**src/rtl/sc_bus_skid_reg_pkg.sv**
```systemverilog
// Shared definitions for the CC_BUS source skid stage: state encodings,
// default bus width and a small state decode helper.
package sc_bus_skid_reg_pkg;

    localparam int DATAWIDTH_BUS_DEF = 32;

    typedef enum logic [1:0] {
        SC_BUSSKID_EMPTY = 2'd0,
        SC_BUSSKID_BUSY  = 2'd1,
        SC_BUSSKID_FULL  = 2'd2
    } skid_state_e;

    // A word sits on the bus output whenever the main register is occupied.
    function automatic logic state_has_word(skid_state_e s);
        return (s == SC_BUSSKID_BUSY) || (s == SC_BUSSKID_FULL);
    endfunction

endpackage

```
**src/rtl/sc_bus_data_reg.sv**
```systemverilog
// Data-word register with synchronous clear (priority) and load enable.
// Used twice by the skid stage: once as the bus-facing main register and
// once as the overflow skid register.
module sc_bus_data_reg #(
    parameter int DATAWIDTH_BUS = 32
) (
    input  logic                     clk_i,
    input  logic                     rst_n_i,
    input  logic                     clr_i,
    input  logic                     load_i,
    input  logic [DATAWIDTH_BUS-1:0] data_i,
    output logic [DATAWIDTH_BUS-1:0] data_o
);

    logic [DATAWIDTH_BUS-1:0] data_q;
    logic [DATAWIDTH_BUS-1:0] data_d;

    // Next value: clear beats load, otherwise hold.
    always_comb begin
        data_d = data_q;
        if (clr_i) begin
            data_d = '0;
        end else if (load_i) begin
            data_d = data_i;
        end
    end

    // Storage flop, zeroed asynchronously on reset.
    always_ff @(posedge clk_i or negedge rst_n_i) begin
        if (!rst_n_i) begin
            data_q <= '0;
        end else begin
            data_q <= data_d;
        end
    end

    assign data_o = data_q;

endmodule

```
**src/rtl/sc_bus_skid_reg.sv**
```systemverilog
// Registered source stage feeding the CC_BUS pass-through bus. A main
// register drives the bus, a skid register absorbs the one word that can
// arrive after the consumer stalls, so the upstream ready stays a flop
// while still sustaining one word per cycle.
module sc_bus_skid_reg
    import sc_bus_skid_reg_pkg::*;
#(
    parameter int DATAWIDTH_BUS = DATAWIDTH_BUS_DEF
) (
    input  logic                     SC_BUSSKID_CLOCK_50,
    input  logic                     SC_BUSSKID_RESET_InLow,
    input  logic                     SC_BUSSKID_Clear_InLow,
    input  logic [DATAWIDTH_BUS-1:0] SC_BUSSKID_Data_In,
    input  logic                     SC_BUSSKID_Valid_In,
    output logic                     SC_BUSSKID_Ready_Out,
    output logic [DATAWIDTH_BUS-1:0] SC_BUSSKID_DataBUS_Out,
    output logic                     SC_BUSSKID_Valid_Out,
    input  logic                     SC_BUSSKID_Ready_In,
    output logic [1:0]               SC_BUSSKID_Count_Out
);

    skid_state_e              state_q;
    skid_state_e              state_d;
    logic                     ready_q;
    logic                     ready_d;
    logic                     valid_w;
    logic                     in_xfer_w;
    logic                     out_xfer_w;
    logic                     clear_w;
    logic                     main_load_w;
    logic                     main_from_skid_w;
    logic                     skid_load_w;
    logic [DATAWIDTH_BUS-1:0] main_data_w;
    logic [DATAWIDTH_BUS-1:0] main_q_w;
    logic [DATAWIDTH_BUS-1:0] skid_q_w;

    assign clear_w    = ~SC_BUSSKID_Clear_InLow;
    assign valid_w    = state_has_word(state_q);
    assign in_xfer_w  = SC_BUSSKID_Valid_In & ready_q;
    assign out_xfer_w = valid_w & SC_BUSSKID_Ready_In;

    // Next-state, register load strobes and next ready; clear overrides all.
    always_comb begin
        state_d          = state_q;
        main_load_w      = 1'b0;
        main_from_skid_w = 1'b0;
        skid_load_w      = 1'b0;
        unique case (state_q)
            SC_BUSSKID_EMPTY: begin
                if (in_xfer_w) begin
                    main_load_w = 1'b1;
                    state_d     = SC_BUSSKID_BUSY;
                end
            end
            SC_BUSSKID_BUSY: begin
                if (in_xfer_w && out_xfer_w) begin
                    main_load_w = 1'b1;
                end else if (in_xfer_w) begin
                    skid_load_w = 1'b1;
                    state_d     = SC_BUSSKID_FULL;
                end else if (out_xfer_w) begin
                    state_d = SC_BUSSKID_EMPTY;
                end
            end
            SC_BUSSKID_FULL: begin
                if (SC_BUSSKID_Ready_In) begin
                    main_load_w      = 1'b1;
                    main_from_skid_w = 1'b1;
                    state_d          = SC_BUSSKID_BUSY;
                end
            end
            default: begin
                state_d = SC_BUSSKID_EMPTY;
            end
        endcase
        if (clear_w) begin
            state_d          = SC_BUSSKID_EMPTY;
            main_load_w      = 1'b0;
            main_from_skid_w = 1'b0;
            skid_load_w      = 1'b0;
        end
        ready_d = (state_d != SC_BUSSKID_FULL);
    end

    // State and registered upstream ready.
    always_ff @(posedge SC_BUSSKID_CLOCK_50 or negedge SC_BUSSKID_RESET_InLow) begin
        if (!SC_BUSSKID_RESET_InLow) begin
            state_q <= SC_BUSSKID_EMPTY;
            ready_q <= 1'b1;
        end else begin
            state_q <= state_d;
            ready_q <= ready_d;
        end
    end

    assign main_data_w = main_from_skid_w ? skid_q_w : SC_BUSSKID_Data_In;

    sc_bus_data_reg #(
        .DATAWIDTH_BUS (DATAWIDTH_BUS)
    ) u_main_reg (
        .clk_i   (SC_BUSSKID_CLOCK_50),
        .rst_n_i (SC_BUSSKID_RESET_InLow),
        .clr_i   (clear_w),
        .load_i  (main_load_w),
        .data_i  (main_data_w),
        .data_o  (main_q_w)
    );

    sc_bus_data_reg #(
        .DATAWIDTH_BUS (DATAWIDTH_BUS)
    ) u_skid_reg (
        .clk_i   (SC_BUSSKID_CLOCK_50),
        .rst_n_i (SC_BUSSKID_RESET_InLow),
        .clr_i   (clear_w),
        .load_i  (skid_load_w),
        .data_i  (SC_BUSSKID_Data_In),
        .data_o  (skid_q_w)
    );

    assign SC_BUSSKID_Ready_Out   = ready_q;
    assign SC_BUSSKID_Valid_Out   = valid_w;
    assign SC_BUSSKID_DataBUS_Out = main_q_w;
    assign SC_BUSSKID_Count_Out   = state_q;

endmodule
```
**config.mk**
```make
export PLATFORM = sky130hd
export DESIGN_NAME = sc_bus_skid_reg
export DESIGN_NICKNAME = d
export VERILOG_FILES = /design/src/rtl/sc_bus_skid_reg_pkg.sv /design/src/rtl/sc_bus_data_reg.sv /design/src/rtl/sc_bus_skid_reg.sv
export SDC_FILE = /design/constraint.sdc
export NUM_CORES = 1
export LEC_CHECK = 0
export ABC_AREA = 1
export CAP_MARGIN = 20
export CELL_PAD_IN_SITES_DETAIL_PLACEMENT = 0
export CELL_PAD_IN_SITES_GLOBAL_PLACEMENT = 1
export CORE_ASPECT_RATIO = 1.1
export CORE_UTILIZATION = 40
export CTS_CLUSTER_SIZE = 28
export DETAILED_ROUTE_END_ITERATION = 8
export PLACE_DENSITY_LB_ADDON = 0.1
export SYNTH_ARGS = -nofsm -noshare
export SYNTH_HDL_FRONTEND = slang
export SYNTH_SLANG_ARGS = --single-unit
```
**constraint.sdc**
```tcl
create_clock -name SC_BUSSKID_CLOCK_50 -period 2.8 [get_ports SC_BUSSKID_CLOCK_50]
set_input_delay 0.84 -clock SC_BUSSKID_CLOCK_50 [delete_from_list [all_inputs] [get_ports SC_BUSSKID_CLOCK_50]]
set_output_delay 0.84 -clock SC_BUSSKID_CLOCK_50 [all_outputs]
set_load 0.01 [all_outputs]
```
==> summary.md <==
| Metric | Value |
|---|---|
| Core box area | `a little over 8000 µm²` |
| Grt total ovfl | `0` |
| RSZ-0062 raised after global routing | `no` |
| Relative slew margins | `between 40% and 50%` |
| Cell Pwr Density | `~550 nW/µm²` |
| First drt pass iteration count | `4` |
| Synth Register Bits | `67` |
| Worst-path clk slew | `about 0.070 ns` |
| Crit path launch | `SC_BUSSKID_Count_Out[0]` |
| Pin count of the biggest net entering global routing | `~120` |
| Worst Path Required | `between 1.5 and 2 ns` |
| Syn_area_per_cell | `7.792 µm²` |
| Worst slew pin tran | `~0.84 ns` |
| Setup TNS | `0 ns` |
| Fill cells | `770` |
| Crit-path max FO | `7` |
| Buffers on Ports | `72` |
| Worst flop-to-flop path startpoint | `SC_BUSSKID_Count_Out[0]` |
| First-pass GRT wire length | `between 10000 and 15000 µm` |
| Crit path kind | `reg2out` |
| Most numerous cell in the Yosys netlist | `nand2_1` |
| Setup crit end | `SC_BUSSKID_Valid_Out` |
| Endpoints failing setup | `0` |
| Worst reg2reg path endpoint | `u_main_reg.data_o[14]` |
| Share of layout cells above drive strength 1 | `between 7 and 8%` |
| Clock root cell | `clkbuf_8` |
| Clock sinks | `67` |
| DIE WIDTH | `approximately 90 µm` |
| Min-delay worst type | `reg2reg` |
| Max-Cap Viols | `0` |
| Post-Route WL | `~8300 µm` |
| TritonCTS Buffers | `9` |
| Post-CTS Setup Inserts | `0` |
| Clk buf depth | `2` |
| Synth cell count leaders | `nand2_1, nand3_1, dfrtp_1` |
| Startpoint types | `register` |
| Synth area leaders | `dfrtp_1, nand2_1, nand3_1` |
| Final min period | `between 2 and 3 ns` |
| Hold WS | `around 0.5 ns` |
| Max Fclk | `385.8 MHz` |
| Site row count | `34` |
| # hold bufs at CTS | `0` |
| Area grow syn2layout | `27.61%` |
| Clk Latency, worst-skew pair | `approximately 0.34 ns` |
| Num ports | `between 70 and 80` |
| Net Count, Synth | `about 480` |
| Synth warn | `0` |
| Share of the synthesized area in the top cell type | `between 40 and 50%` |
| Slew Viols, Final | `0` |
| Outcome | `finished, final reports clean` |
| R2R depth | `9` |
| Drt drc | `0` |
| Most used DFF post-synth | `dfrtp_1` |
| Initial Util | `42.16%` |
| Post-synthesis cell count | `435` |
| Leak | `roughly 0.002 µW` |
| Critical Path AT | `about 1.8 ns` |
| Peak supply drop | `slightly below 0.3 mV` |
| Synth cell types | `20` |
| Chip Height | `98.55 µm` |
| Post-synthesis cell area | `around 3400 µm²` |
| Post-synth EDFFs | `0` |
| # H-tree levels | `3` |
| Post-route ant nets | `0` |
| CTS tree | `done` |
| Final GP Congestion | `0.8167` |
| Post-synthesis sequential area ratio | `around half` |
| Cts repair resizes | `0` |
| DR WL/cell | `roughly 14 µm` |
| Worst Clk Skew | `between 0.006 and 0.007 ns` |
| Vias per inst | `just over 5` |
| Total Routing Usage GR | `between 20% and 30%` |
| Iteration-0 DRC count of the detailed router | `191` |
| Total number of vias | `between 3000 and 4000` |
| Final Cycle Share | `a little over 90%` |
| Initial antenna violation count | `0` |
| CP Capture Type | `primary output` |
| Die footprint | `between 8000 and 9000 µm²` |
| R2r setup slk | `between 0.7 and 0.8 ns` |
| Diode count | `0` |
| Post-synth ARST share | `between 90% and 100%` |
| Power Total | `roughly 2400 µW` |
| Biggest area consumer among synthesized cells | `dfrtp_1` |
| Net count, final | `531` |
| Post-DP HPWL | `5165 µm` |
| Vias in the first global route | `2916` |
| Count of final hold-check violations | `0` |
-- kinds of logic (layout without fill, tap and decap cells) --
logic type                 after synthesis  in the layout  share of synthesized area [%]
and+or+nand+nor                        245            245                          32.60
AOI/OAI and AO/OA                       67             67                          9.893
DFF                                     67             67                          49.50
buffers and inverters                   52            110                          6.534
adders and majority gates                4              4                          1.477
-- per-stage QoR --
step | worst slack [ns] | util (%) | area, µm² | cells
2_1_floorplan | 1.062 | - | 3390 | 435
3_3_place_gp | 0.2845 | 51.73 | 4159 | 587
3_5_place_dp | 0.2520 | 51.73 | 4159 | 587
4_1_cts | 0.1762 | 53.80 | 4325 | 601
5_1_grt | 0.09218 | 53.80 | 4325 | 601
6_report | 0.2079 | 53.80 | 4325 | 601
-- layer usage --
layer	up-vias	routed length, µm	GRT usage, %
met5	-	0	0
met4	0	123	7.945
met3	9	388	2.932
met2	92	3742	31.95
li1	1571	-	-
met1	1374	3996	27.74
-- cell type report --
| class | count | area, µm² | share of cell area, % |
|---|---|---|---|
| Clock inverter | 3 | 15.01 | 0.3471 |
| Multi-Input combinational cell | 316 | 1490 | 34.45 |
| Clock buffer | 11 | 151.4 | 3.500 |
| Sequential cell | 67 | 1678 | 38.79 |
| Inverter | 14 | 52.55 | 1.215 |
| Tap cell | 108 | 135.1 | 3.124 |
| Timing Repair Buffer | 82 | 803.3 | 18.57 |
-- how the worst min path moves through the flow --
stage	from	to	slack, ns	cells after the start
3_5_place_dp	u_main_reg.data_o[15]	u_main_reg.data_o[15]	0.49	2
6_report	u_main_reg.data_o[13]	u_main_reg.data_o[13]	0.50	2
3_3_place_gp	u_main_reg.data_o[3]	u_main_reg.data_o[3]	0.48	2
2_1_floorplan	u_skid_reg.data_o[10]	u_skid_reg.data_o[10]	0.48	2
5_1_grt	u_main_reg.data_o[16]	u_main_reg.data_o[16]	0.52	2
4_1_cts	u_main_reg.data_o[15]	u_main_reg.data_o[15]	0.51	2
-- where the power goes --
part / internal, µW / switching, µW
Combinational: 251 / 316
Clock: 355 / 344
Sequential: 1060 / 50.8
Total: 1660 / 712
-- layout by cell type, fill, tap and decap left out --
| master | n |
|---|---|
| o21ai_0 | 42 |
| o21ai_1 | 24 |
| clkdlybuf4s50_1 | 70 |
| nand4_1 | 29 |
| dfstp_2 | 1 |
| a21oi_1 | 1 |
| inv_2 | 3 |
| dfrtp_1 | 66 |
| nand2_1 | 138 |
| ha_1 | 4 |
| buf_4 | 11 |
| buf_12 | 1 |
| inv_1 | 11 |
| nand2_2 | 3 |
| nand3_1 | 70 |
| clkinv_2 | 3 |
| nor2_1 | 1 |
| clkbuf_8 | 11 |
| nor2_2 | 2 |
| nand3_2 | 2 |
-- worst max-delay path, cell delays in order (launching register included) --
cell	delay, ns
dfrtp_1	0.45
inv_1	0.11
ha_1	0.32
clkdlybuf4s50_1	0.54
-- state kept, by name, summed over array words and instances, names as in the netlist --
signal,cells
u_main_reg.data_o,32
u_skid_reg.data_o,32
SC_BUSSKID_Count_Out,2
SC_BUSSKID_Ready_Out,1
Note: power is estimated with default switching activity, not from simulation.
